**src/rtl/bsg_cache_nb_to_test_dram_wr_split_pkg.sv**
```systemverilog
// Shared types for the non-blocking cache to test-DRAM request splitter.
// Holds the default configuration, the per-cache DMA packet struct, the
// splitter state enum and the tx side-path entry struct.
package bsg_cache_nb_test_dram_pkg;

    // Tag width helper: at least one bit even for a single requester.
    function automatic int unsigned safe_clog2(input int unsigned n);
        return (n <= 1) ? 1 : $clog2(n);
    endfunction

    localparam int unsigned NUM_CACHE       = 2;
    localparam int unsigned ADDR_WIDTH      = 32;
    localparam int unsigned DATA_WIDTH      = 32;
    localparam int unsigned BLOCK_WORDS     = 16;
    localparam int unsigned DRAM_DATA_WIDTH = 256;
    localparam int unsigned NUM_REQ         = BLOCK_WORDS * DATA_WIDTH / DRAM_DATA_WIDTH;
    localparam int unsigned SUB_MASK_WIDTH  = BLOCK_WORDS / NUM_REQ;
    localparam int unsigned LG_NUM_CACHE    = safe_clog2(NUM_CACHE);

    typedef enum logic {
        ST_IDLE = 1'b0,
        ST_SEND = 1'b1
    } state_e;

    typedef struct packed {
        logic [ADDR_WIDTH-1:0]  addr;
        logic                   write_not_read;
        logic [BLOCK_WORDS-1:0] mask;
    } dma_pkt_s;

    typedef struct packed {
        logic [LG_NUM_CACHE-1:0]   tag;
        logic [SUB_MASK_WIDTH-1:0] mask;
    } tx_entry_s;

endpackage

```
**src/rtl/bsg_cache_nb_to_test_dram_wr_split_if.sv**
```systemverilog
// Bus bundle between the caches' DMA packet ports, the test DRAM command
// port and the tx/rx tag side paths.
//   master : the splitter (drives yumi, dram_req_*, tx_*, rx_tag_*)
//   slave  : the environment (drives dma_pkt_*, and all ready inputs)
interface bsg_cache_nb_to_test_dram_wr_split_if
    import bsg_cache_nb_test_dram_pkg::*;
#(
    parameter int unsigned num_cache_p           = NUM_CACHE,
    parameter int unsigned addr_width_p          = ADDR_WIDTH,
    parameter int unsigned block_size_in_words_p = BLOCK_WORDS,
    parameter int unsigned sub_mask_width_lp     = SUB_MASK_WIDTH,
    parameter int unsigned lg_num_cache_lp       = LG_NUM_CACHE
);
    logic [num_cache_p-1:0]                       dma_pkt_v_i;
    logic [num_cache_p*addr_width_p-1:0]          dma_pkt_addr_i;
    logic [num_cache_p-1:0]                       dma_pkt_write_not_read_i;
    logic [num_cache_p*block_size_in_words_p-1:0] dma_pkt_mask_i;
    logic [num_cache_p-1:0]                       dma_pkt_yumi_o;

    logic                         dram_req_v_o;
    logic                         dram_req_write_not_read_o;
    logic [addr_width_p-1:0]      dram_req_addr_o;
    logic                         dram_req_ready_i;

    logic                         tx_v_o;
    logic [lg_num_cache_lp-1:0]   tx_tag_o;
    logic [sub_mask_width_lp-1:0] tx_mask_o;
    logic                         tx_ready_i;

    logic                         rx_tag_v_o;
    logic [lg_num_cache_lp-1:0]   rx_tag_o;
    logic                         rx_tag_ready_i;

    modport master (
        input  dma_pkt_v_i, dma_pkt_addr_i, dma_pkt_write_not_read_i, dma_pkt_mask_i,
        output dma_pkt_yumi_o,
        output dram_req_v_o, dram_req_write_not_read_o, dram_req_addr_o,
        input  dram_req_ready_i,
        output tx_v_o, tx_tag_o, tx_mask_o,
        input  tx_ready_i,
        output rx_tag_v_o, rx_tag_o,
        input  rx_tag_ready_i
    );

    modport slave (
        output dma_pkt_v_i, dma_pkt_addr_i, dma_pkt_write_not_read_i, dma_pkt_mask_i,
        input  dma_pkt_yumi_o,
        input  dram_req_v_o, dram_req_write_not_read_o, dram_req_addr_o,
        output dram_req_ready_i,
        input  tx_v_o, tx_tag_o, tx_mask_o,
        output tx_ready_i,
        input  rx_tag_v_o, rx_tag_o,
        output rx_tag_ready_i
    );

endinterface

```
**src/rtl/bsg_cache_nb_to_test_dram_wr_split_rr.sv**
```systemverilog
// Round-robin arbiter. Combinational grant from reqs_i starting at the
// priority pointer; the pointer moves past the winner only when yumi_i
// confirms the grant was taken.
// Ports: clk_i, reset_i (async, active-high), reqs_i, yumi_i,
//        grants_o (one-hot), tag_o (winner index), v_o (any request).
module bsg_arb_round_robin
    import bsg_cache_nb_test_dram_pkg::*;
#(
    parameter  int unsigned width_p     = 2,
    localparam int unsigned lg_width_lp = safe_clog2(width_p)
) (
    input  logic                   clk_i,
    input  logic                   reset_i,
    input  logic [width_p-1:0]     reqs_i,
    input  logic                   yumi_i,
    output logic [width_p-1:0]     grants_o,
    output logic [lg_width_lp-1:0] tag_o,
    output logic                   v_o
);

    logic [lg_width_lp-1:0] ptr_q, ptr_d;
    logic [lg_width_lp-1:0] idx;
    logic                   found;

    // Scan from the pointer, wrapping, and take the first requester.
    always_comb begin
        grants_o = '0;
        tag_o    = '0;
        found    = 1'b0;
        idx      = '0;
        for (int unsigned i = 0; i < width_p; i++) begin
            idx = lg_width_lp'((32'(ptr_q) + i) % width_p);
            if (!found && reqs_i[idx]) begin
                found         = 1'b1;
                tag_o         = idx;
                grants_o[idx] = 1'b1;
            end
        end
        v_o = found;
    end

    always_comb begin
        ptr_d = ptr_q;
        if (yumi_i && found) begin
            ptr_d = (32'(tag_o) == width_p - 1) ? '0 : tag_o + lg_width_lp'(1);
        end
    end

    always_ff @(posedge clk_i or posedge reset_i) begin
        if (reset_i) ptr_q <= '0;
        else         ptr_q <= ptr_d;
    end

endmodule

```
**src/rtl/bsg_cache_nb_to_test_dram_wr_split.sv**
```systemverilog
// Splits cache DMA block requests into DRAM-width test-DRAM commands.
// Round-robin picks one cache in IDLE (yumi same cycle), then SEND walks
// num_req_lp block-aligned commands. Each fired write pushes {tag, sub-mask}
// to tx; each fired read pushes its tag to rx, keeping side paths 1:1 with
// the DRAM command stream.
// Ports: core_clk_i, core_reset_i (async, active-high), bus (master modport:
//        dma_pkt_*, dram_req_*, tx_*, rx_tag_*).
// Option: BSG_CACHE_NB_TEST_DRAM_SKIP_EMPTY_EN skips write commands whose
//         sub-mask is all zero (one cycle per skipped slot, no push).
module bsg_cache_nb_to_test_dram_wr_split
    import bsg_cache_nb_test_dram_pkg::*;
#(
    parameter  int unsigned num_cache_p           = NUM_CACHE,
    parameter  int unsigned addr_width_p          = ADDR_WIDTH,
    parameter  int unsigned data_width_p          = DATA_WIDTH,
    parameter  int unsigned block_size_in_words_p = BLOCK_WORDS,
    parameter  int unsigned dram_data_width_p     = DRAM_DATA_WIDTH,
    localparam int unsigned num_req_lp            = block_size_in_words_p * data_width_p / dram_data_width_p,
    localparam int unsigned sub_mask_width_lp     = block_size_in_words_p / num_req_lp,
    localparam int unsigned lg_num_cache_lp       = safe_clog2(num_cache_p)
) (
    input  logic core_clk_i,
    input  logic core_reset_i,
    bsg_cache_nb_to_test_dram_wr_split_if.master bus
);

    localparam int unsigned block_bytes_lp    = block_size_in_words_p * data_width_p / 8;
    localparam int unsigned lg_block_bytes_lp = $clog2(block_bytes_lp);
    localparam int unsigned dram_bytes_lp     = dram_data_width_p / 8;
    localparam int unsigned lg_num_req_lp     = safe_clog2(num_req_lp);

    localparam logic [addr_width_p-1:0] block_align_mask_lp =
        {{(addr_width_p - lg_block_bytes_lp){1'b1}}, {lg_block_bytes_lp{1'b0}}};

    state_e                     state_q, state_d;
    logic [lg_num_req_lp-1:0]   k_q, k_d;
    logic [lg_num_cache_lp-1:0] tag_q, tag_d;
    dma_pkt_s                   pkt_q, pkt_d;

    logic [num_cache_p-1:0]       grants;
    logic [lg_num_cache_lp-1:0]   arb_tag;
    logic                         arb_v;
    logic                         arb_yumi_c;
    logic [sub_mask_width_lp-1:0] sub_mask_c;
    logic                         skip_c;
    logic                         last_c;
    logic                         side_ready_c;
    logic                         req_v_c;
    logic                         fire_c;
    tx_entry_s                    tx_c;

    // Yumi only while idle; held off during reset so nothing is consumed.
    assign arb_yumi_c = (state_q == ST_IDLE) & arb_v & ~core_reset_i;

    bsg_arb_round_robin #(.width_p(num_cache_p)) rr (
        .clk_i   (core_clk_i),
        .reset_i (core_reset_i),
        .reqs_i  (bus.dma_pkt_v_i),
        .yumi_i  (arb_yumi_c),
        .grants_o(grants),
        .tag_o   (arb_tag),
        .v_o     (arb_v)
    );

    assign sub_mask_c   = pkt_q.mask[k_q*sub_mask_width_lp +: sub_mask_width_lp];
    assign last_c       = (k_q == lg_num_req_lp'(num_req_lp - 1));
    assign side_ready_c = pkt_q.write_not_read ? bus.tx_ready_i : bus.rx_tag_ready_i;

`ifdef BSG_CACHE_NB_TEST_DRAM_SKIP_EMPTY_EN
    assign skip_c = pkt_q.write_not_read & ~(|sub_mask_c);
`else
    assign skip_c = 1'b0;
`endif

    // Next-state, packet latch and command gating.
    always_comb begin
        state_d = state_q;
        k_d     = k_q;
        tag_d   = tag_q;
        pkt_d   = pkt_q;
        req_v_c = 1'b0;
        fire_c  = 1'b0;
        unique case (state_q)
            ST_IDLE: begin
                if (arb_yumi_c) begin
                    tag_d                = arb_tag;
                    pkt_d.addr           = bus.dma_pkt_addr_i[arb_tag*addr_width_p +: addr_width_p]
                                           & block_align_mask_lp;
                    pkt_d.write_not_read = bus.dma_pkt_write_not_read_i[arb_tag];
                    pkt_d.mask           = bus.dma_pkt_mask_i[arb_tag*block_size_in_words_p +: block_size_in_words_p];
                    k_d                  = '0;
                    state_d              = ST_SEND;
                end
            end
            ST_SEND: begin
                req_v_c = ~skip_c & side_ready_c;
                fire_c  = req_v_c & bus.dram_req_ready_i;
                if (fire_c || skip_c) begin
                    if (last_c) begin
                        k_d     = '0;
                        state_d = ST_IDLE;
                    end else begin
                        k_d = k_q + lg_num_req_lp'(1);
                    end
                end
            end
            default: state_d = ST_IDLE;
        endcase
    end

    always_ff @(posedge core_clk_i or posedge core_reset_i) begin
        if (core_reset_i) begin
            state_q <= ST_IDLE;
            k_q     <= '0;
            tag_q   <= '0;
            pkt_q   <= '0;
        end else begin
            state_q <= state_d;
            k_q     <= k_d;
            tag_q   <= tag_d;
            pkt_q   <= pkt_d;
        end
    end

    assign tx_c.tag  = tag_q;
    assign tx_c.mask = sub_mask_c;

    assign bus.dma_pkt_yumi_o            = arb_yumi_c ? grants : '0;
    assign bus.dram_req_v_o              = req_v_c;
    assign bus.dram_req_write_not_read_o = pkt_q.write_not_read;
    assign bus.dram_req_addr_o           = pkt_q.addr
                                           + addr_width_p'(k_q) * addr_width_p'(dram_bytes_lp);
    assign bus.tx_v_o                    = fire_c & pkt_q.write_not_read;
    assign bus.tx_tag_o                  = tx_c.tag;
    assign bus.tx_mask_o                 = tx_c.mask;
    assign bus.rx_tag_v_o                = fire_c & ~pkt_q.write_not_read;
    assign bus.rx_tag_o                  = tag_q;

endmodule

```
**src/flat_wrapper.sv**
```systemverilog
// flat-port wrapper written by rule: the top's interface ports become plain ports
module bsg_cache_nb_to_test_dram_wr_split_flat import bsg_cache_nb_test_dram_pkg::*;
#(
    parameter  int unsigned num_cache_p           = NUM_CACHE,
    parameter  int unsigned addr_width_p          = ADDR_WIDTH,
    parameter  int unsigned data_width_p          = DATA_WIDTH,
    parameter  int unsigned block_size_in_words_p = BLOCK_WORDS,
    parameter  int unsigned dram_data_width_p     = DRAM_DATA_WIDTH,
    localparam int unsigned num_req_lp            = block_size_in_words_p * data_width_p / dram_data_width_p,
    localparam int unsigned sub_mask_width_lp     = block_size_in_words_p / num_req_lp,
    localparam int unsigned lg_num_cache_lp       = safe_clog2(num_cache_p)
)
  (core_clk_i, core_reset_i, bus_dma_pkt_v_i, bus_dma_pkt_addr_i, bus_dma_pkt_write_not_read_i, bus_dma_pkt_mask_i, bus_dma_pkt_yumi_o, bus_dram_req_v_o, bus_dram_req_write_not_read_o, bus_dram_req_addr_o, bus_dram_req_ready_i, bus_tx_v_o, bus_tx_tag_o, bus_tx_mask_o, bus_tx_ready_i, bus_rx_tag_v_o, bus_rx_tag_o, bus_rx_tag_ready_i);
  bsg_cache_nb_to_test_dram_wr_split_if #(.num_cache_p(num_cache_p), .addr_width_p(addr_width_p), .block_size_in_words_p(block_size_in_words_p)) bus_i ();
  input  logic core_clk_i;
  input  logic core_reset_i;
  input wire logic [$bits(bus_i.dma_pkt_v_i)-1:0] bus_dma_pkt_v_i;
  input wire logic [$bits(bus_i.dma_pkt_addr_i)-1:0] bus_dma_pkt_addr_i;
  input wire logic [$bits(bus_i.dma_pkt_write_not_read_i)-1:0] bus_dma_pkt_write_not_read_i;
  input wire logic [$bits(bus_i.dma_pkt_mask_i)-1:0] bus_dma_pkt_mask_i;
  output wire logic [$bits(bus_i.dma_pkt_yumi_o)-1:0] bus_dma_pkt_yumi_o;
  output wire logic [$bits(bus_i.dram_req_v_o)-1:0] bus_dram_req_v_o;
  output wire logic [$bits(bus_i.dram_req_write_not_read_o)-1:0] bus_dram_req_write_not_read_o;
  output wire logic [$bits(bus_i.dram_req_addr_o)-1:0] bus_dram_req_addr_o;
  input wire logic [$bits(bus_i.dram_req_ready_i)-1:0] bus_dram_req_ready_i;
  output wire logic [$bits(bus_i.tx_v_o)-1:0] bus_tx_v_o;
  output wire logic [$bits(bus_i.tx_tag_o)-1:0] bus_tx_tag_o;
  output wire logic [$bits(bus_i.tx_mask_o)-1:0] bus_tx_mask_o;
  input wire logic [$bits(bus_i.tx_ready_i)-1:0] bus_tx_ready_i;
  output wire logic [$bits(bus_i.rx_tag_v_o)-1:0] bus_rx_tag_v_o;
  output wire logic [$bits(bus_i.rx_tag_o)-1:0] bus_rx_tag_o;
  input wire logic [$bits(bus_i.rx_tag_ready_i)-1:0] bus_rx_tag_ready_i;
  assign bus_i.dma_pkt_v_i = bus_dma_pkt_v_i;
  assign bus_i.dma_pkt_addr_i = bus_dma_pkt_addr_i;
  assign bus_i.dma_pkt_write_not_read_i = bus_dma_pkt_write_not_read_i;
  assign bus_i.dma_pkt_mask_i = bus_dma_pkt_mask_i;
  assign bus_dma_pkt_yumi_o = bus_i.dma_pkt_yumi_o;
  assign bus_dram_req_v_o = bus_i.dram_req_v_o;
  assign bus_dram_req_write_not_read_o = bus_i.dram_req_write_not_read_o;
  assign bus_dram_req_addr_o = bus_i.dram_req_addr_o;
  assign bus_i.dram_req_ready_i = bus_dram_req_ready_i;
  assign bus_tx_v_o = bus_i.tx_v_o;
  assign bus_tx_tag_o = bus_i.tx_tag_o;
  assign bus_tx_mask_o = bus_i.tx_mask_o;
  assign bus_i.tx_ready_i = bus_tx_ready_i;
  assign bus_rx_tag_v_o = bus_i.rx_tag_v_o;
  assign bus_rx_tag_o = bus_i.rx_tag_o;
  assign bus_i.rx_tag_ready_i = bus_rx_tag_ready_i;
  bsg_cache_nb_to_test_dram_wr_split #(.num_cache_p(num_cache_p), .addr_width_p(addr_width_p), .data_width_p(data_width_p), .block_size_in_words_p(block_size_in_words_p), .dram_data_width_p(dram_data_width_p)) u_core (.core_clk_i(core_clk_i), .core_reset_i(core_reset_i), .bus(bus_i));
endmodule
```
**config.mk**
```make
export PLATFORM = sky130hd
export DESIGN_NAME = bsg_cache_nb_to_test_dram_wr_split_flat
export DESIGN_NICKNAME = d
export VERILOG_FILES = /design/src/rtl/bsg_cache_nb_to_test_dram_wr_split_pkg.sv /design/src/rtl/bsg_cache_nb_to_test_dram_wr_split_if.sv /design/src/rtl/bsg_cache_nb_to_test_dram_wr_split_rr.sv /design/src/rtl/bsg_cache_nb_to_test_dram_wr_split.sv /design/src/flat_wrapper.sv
export SDC_FILE = /design/constraint.sdc
export NUM_CORES = 1
export LEC_CHECK = 0
export ABC_AREA = 1
export ABC_CLOCK_PERIOD_IN_PS = 3900
export CAP_MARGIN = 25
export CORE_ASPECT_RATIO = 2
export CORE_MARGIN = 2
export CORE_UTILIZATION = 42
export CTS_CLUSTER_SIZE = 12
export DETAILED_ROUTE_END_ITERATION = 7
export GPL_TIMING_DRIVEN = 0
export PLACE_DENSITY = 0.86
export SETUP_SLACK_MARGIN = 0.02
export SLEW_MARGIN = 25
export SYNTH_ARGS = -nofsm -noshare
export SYNTH_HDL_FRONTEND = slang
export SYNTH_SLANG_ARGS = --single-unit
```
**constraint.sdc**
```tcl
create_clock -name core_clk_i -period 3.9 [get_ports core_clk_i]
set_clock_uncertainty 0.05 [all_clocks]
set_input_delay 0.585 -clock core_clk_i [delete_from_list [all_inputs] [get_ports core_clk_i]]
set_output_delay 0.585 -clock core_clk_i [all_outputs]
set_load 0.01 [all_outputs]
```
## After elaboration in Yosys (flattened, before gate mapping)

Index checks and enable logic that the tools add are counted.

| storage, ports and cells | value |
|---|---|
| bits in registers | 47 |
| input port bits | 105 |
| output and inout port bits | 48 |
| word-level logic and storage cells | 66 |

| cells by class | value |
|---|---|
| add/sub/neg operators | 4 |
| $lt $le $gt $ge | 5 |
| equality and inequality tests | 2 |
| shift operators | 3 |
| multiplexer cells | 29 |
| bitwise operators | 9 |
| reductions and logical operators | 7 |

Operator list:

| operator | number |
|---|---|
| 64-bit by 7-bit variable part select with 32-bit output | 1 |
| 32-bit by 6-bit adder with 32-bit output | 1 |
| 32-bit by 6-bit variable part select with 16-bit output | 1 |
| 1-bit 2-to-1 mux | 22 |
| 16-bit by 5-bit variable part select with 8-bit output | 1 |
| 1-bit by 2-bit < comparator with 1-bit output (second input constant) | 3 |
| 2-bit 2-to-1 mux | 3 |
| 1-bit AND | 5 |
| 1-bit logical AND | 4 |
| 1-bit one-hot mux with 2 select lines | 2 |
| 2-bit AND reduction | 2 |
| 1-bit adder (second input constant) | 3 |
| 1-bit NOT | 3 |
| 1-bit demux with 1-bit select | 2 |
| 1-bit greater-or-equal comparator (second input constant) | 2 |
| 2-bit by 1-bit inequality test with 1-bit output (second input constant) | 1 |
| 2-bit inequality test (second input constant) | 1 |
| 2-bit OR | 1 |
| 1-bit logical NOT | 1 |

## Depth between registers and ports, before layout

| depth | value |
|---|---|
| word-level depth | 10 |
| mapped depth | 7 |
| depth with buffers taken out | 7 |

## Hierarchy

A second synthesis with hierarchy kept.

| unflattened totals | value |
|---|---|
| cell total of the unflattened synthesis | 417 |
| area, all modules | 2803.9 um^2 |

By module, submodules not included:

| module | instances | cells each | area an instance (um^2) | sequential area each (um^2) |
|---|---|---|---|---|
| bsg_cache_nb_to_test_dram_wr_split | 1 | 404 | 2728.9 | 1151.1 |
| bsg_arb_round_robin | 1 | 13 | 75.1 | 25.0 |

## Worst setup path before layout

No wires, ideal clock.

| path | value |
|---|---|
| path type | in2out |
| start | input port bus_dma_pkt_v_i[1] |
| end | output port bus_dma_pkt_yumi_o[0] |
| arrival | 1186 ps |
| data required time | 3265 ps |
| setup slack | 2079 ps |
| cell stages on the path | 3 |
| path buffers | 1 |
| cell sequence | o21ai_2 -> clkbuf_1 -> nor2_1 |

| on the way | value |
|---|---|
| word-level cells in the longest chain between the ends | 9 |
| elaborated cells between the ends (all ways) | 14 |
| classes of those cells | mux (9); bitwise (3); reduce/logical (2) |

Ends and longest elaborated chain:

| element | line | source |
|---|---|---|
| from (decl) | flat_wrapper.sv:17 | `input wire logic [$bits(bus_i.dma_pkt_v_i)-1:0] bus_dma_pkt_v_i;` |
| 1-bit 2-to-1 mux (not written as such) (2 in a row) | bsg_cache_nb_to_test_dram_wr_split_rr.sv:33 | `if (!found && reqs_i[idx]) begin` |
| 1-bit 2-to-1 mux | bsg_cache_nb_to_test_dram_wr_split_rr.sv:33 |  |
| 1-bit logical NOT | bsg_cache_nb_to_test_dram_wr_split_rr.sv:33 |  |
| 1-bit logical AND | bsg_cache_nb_to_test_dram_wr_split_rr.sv:33 |  |
| 1-bit 2-to-1 mux | bsg_cache_nb_to_test_dram_wr_split_rr.sv:33 |  |
| 1-bit AND (2 in a row) | bsg_cache_nb_to_test_dram_wr_split.sv:53 | `assign arb_yumi_c = (state_q == ST_IDLE) & arb_v & ~core_reset_i;` |
| 2-bit 2-to-1 mux * | bsg_cache_nb_to_test_dram_wr_split.sv:128 | `assign bus.dma_pkt_yumi_o = arb_yumi_c ? grants : '0;` |
| to (decl) | flat_wrapper.sv:21 | `output wire logic [$bits(bus_i.dma_pkt_yumi_o)-1:0] bus_dma_pkt_yumi_o;` |

Every way passes the cells marked *; elsewhere a longest branch is shown, timed or not. The select of a mux whose other input is x is not followed.

## Final worst setup path

| path | value |
|---|---|
| start | input port bus_dma_pkt_v_i[1] |
| end | output port bus_dma_pkt_yumi_o[1] |

The elaborated chain is that of the path after synthesis.

==> impl_summary.txt <==
----------------------------------------------------
[Critical path]
  Setup crit end kind ... output pin
  Startpoint Class ... primary input
  Required time worst endpoint ... 3260 ps
  Worst reg-to-reg path cell count ... 6
  Slack of the worst reg-to-reg path ... 2500 ps
  Path type of the worst setup path ... primary input to output pin
  Origin of the critical flop-to-flop path ... u_core.state_q
  CP max FO ... 10
  Data arrival at the endpoint of the critical path ... between 2000 and 2500 ps
  Crit Reg-Reg Endpoint ... u_core.pkt_q[36]

[STA]
  Pins over their slew limit ... 0
  Minimum period implied by the final worst setup slack ... 3007 ps
  Sum Neg Setup Slack ... 0 ps
  Worst-case headroom to the max-slew limit ... 0.6653
  RSZ-0062 raised after global routing ... false
  Max Freq ... 332.6 MHz
  Final worst-path cycle share ... 0.7710
  Slew at the pin closest to its max-slew limit ... 501.3 ps
  Final count of hold timing violations ... 0
  Setup violators final ... 0

[Drt]
  First-pass iteration count of the detailed router ... 4
  Average routed wire per standard cell ... 13.10 um
  Via count ... around 3000
  Residual antenna-violating net count after detailed routing ... 0
  Wire length reported by the detailed router ... 8.505 mm
  Drt drc ... 0
  DR vias/cell ... around 4.6
  Initial detailed-routing violation count ... about 150

[Synthesis]
  Fraction of synthesized cell area taken by the top area cell type ... 0.4238
  Number of distinct library cells after synthesis ... 15
  Number of storage elements in the synthesis netlist ... 47
  Cell types occupying the most area after synthesis ... dfrtp_1 42%, nand2_1 22%, buf_4 10%
  Share of synthesized area occupied by flip-flops and latches ... 0.4238
  Post-Synthesis Cells ... 415
  Average instance area after synthesis ... 6.687 um2
  Warning count from the yosys run ... 0
  Cell area after synthesis ... 2775 um2
  Cell accounting for the most synthesized area ... dfrtp_1

[Clock tree]
  Clock H-tree levels ... 2
  Post-cts resize count ... 0
  Number of hold buffers added after cts ... 0
  Clock-pin slew on the worst setup and hold paths ... 60 ps
  CTS max path bufs ... 2
  Clock tree from TritonCTS ... built
  Clock network latency to the later pin of the worst-skew pair ... roughly 290 ps
  Clock buffers created by TritonCTS ... 5
  Root Buffer Master ... clkbuf_16
  Post CTS Setup Buffer Count ... 0
  Sink count of the clock tree ... 47

[Layout]
  Leading cell type in the layout, fill and taps excluded ... nand2_1
  Share of cells above drive strength 1 ... 0.1030
  Diodes inserted ... 0
  Final Instance Count excl. Fillers ... 649
  Number of nets in the final layout ... 667
  Final Instance Area ... roughly 4400 um2
  Synthesis-to-layout area growth ... 59.47%
  Top library cells by usage in the layout, fill and taps aside ... 164 x nand2_1, 135 x clkdlybuf4s50_1, 51 x nor2_1, 48 x inv_1, 47 x dfrtp_1

[Min path]
  Cell count of the worst hold path ... 2
  Endpoint of the worst hold-timing path ... u_core.pkt_q[46]
  Worst Hold Class ... flip-flop to flip-flop
  Worst hold start ... u_core.pkt_q[46]

[Global route]
  Wire length of the first global-routing pass ... 14.01 mm
  Via count of the first global-routing pass ... 3238
  Total overflow reported by the global router ... 0
  Initial antenna violation count ... 0
  Total Routing Usage GR ... 0.2526
  Largest net degree at the start of global routing ... 27

[Die]
  Die Footprint ... 7313 um2
  Standard-cell row count ... 41
  Number of placed I/O pins ... 153
  Core Region ... 6361 um2
  Height of the die ... 119.0 um
  Die width ... about 60 um
  Initial cell density of the core ... 0.4363

[Power]
  Peak VDD IR ... 0.3942 mV
  Total power after layout ... about 2.8 mW
  Leakage ... 2.228 nW
  Pwr Density ... around 630 nW/um2

[Outcome]
  Status ... complete, no violations

[Placement]
  Placed cells ... approximately 640
  Total of buffers placed on input and output ports ... between 100 and 150
  Half-perimeter wire length of the detailed placement result ... 6.719 mm
  Post-Place Cell Area ... about 4300 um2
  Gpl congestion ... 0.8407

[Flow run]
  MaxCap Viol Count ... 0

----------------------------------------------------
## layout make-up
class | instances | area, um2
sequential | 47 | 1176
inverter | 50 | 187.7
clock buffer | 8 | 156.4
tap | 86 | 107.6
buffer | 52 | 345.3
timing repair buffer | 136 | 1371
multi-input combinational | 270 | 1081
fill | 575 | 1936
## flip-flops by register name, summed over array words and instances (netlist names)
name                                  cells
u_core.k_q                                1
u_core.pkt_q                             42
u_core.bus.rx_tag_o                       1
u_core.bus.dram_req_write_not_read_o      1
u_core.state_q                            1
u_core.rr.ptr_q                           1
## power by group
| group | switching [mW] | total (mW) | internal (mW) |
|---|---|---|---|
| logic | 0.660 | 1.48 | 0.816 |
| registers | 0.147 | 0.870 | 0.723 |
| clock network | 0.175 | 0.448 | 0.273 |
## cells by family after synthesis
kind of cell | Yosys count | share of synthesized area
and+or+nand+nor | 219 | 0.2985
buffers and inverters | 102 | 0.1921
DFF | 47 | 0.4238
AOI/OAI and AO/OA | 46 | 0.08431
other | 1 | 0.001351
## critical path, stage by stage
cell and delay (ps):
clkdlybuf4s50_1 520, nand2_1 80, nand2_2 150, buf_2 260
inv_1 80, nor2_1 130, clkdlybuf4s50_1 560
## metrics by stage
stage / utilization / hold WS (ps) / setup WS [ps]
2_1_floorplan: - / 403.4 / 2079
4_1_cts: 0.6957 / 444.8 / 871.8
5_1_grt: 0.6957 / 468.5 / 762.3
3_3_place_gp: 0.6680 / 423.9 / 891.5
6_report: 0.6957 / 441.0 / 893.1
3_5_place_dp: 0.6711 / 429.4 / 871.9
## layer usage
| layer | GRT usage | vias to the layer above | routed length (um) |
|---|---|---|---|
| met3 | 0.03474 | 29 | 323 |
| met5 | 0 | - | 0 |
| li1 | - | 1489 | - |
| met4 | 0.1449 | 0 | 393 |
| met1 | 0.2511 | 1372 | 2885 |
| met2 | 0.4592 | 101 | 4902 |
## synthesized netlist by cell type (all sizes together)
library cell	instances
a21oi	1
clkbuf	6
nand2	165
inv	50
o21ai	45
dfrtp	47
buf	46
conb	1
nand3	3
nor2	51
## worst max-delay path by stage
stage                       startpoint                     to  slack [ps]  cells after the start
floorplan           bus_dma_pkt_v_i[1]  bus_dma_pkt_yumi_o[0]        2080                      3
global placement    bus_dma_pkt_v_i[1]  bus_dma_pkt_yumi_o[1]         890                      7
detailed placement  bus_dma_pkt_v_i[1]  bus_dma_pkt_yumi_o[1]         870                      7
CTS                 bus_dma_pkt_v_i[1]  bus_dma_pkt_yumi_o[1]         870                      7
global route        bus_dma_pkt_v_i[1]  bus_dma_pkt_yumi_o[1]         760                      7
finish              bus_dma_pkt_v_i[1]  bus_dma_pkt_yumi_o[1]         890                      7
(Power assumes the default switching activity.)
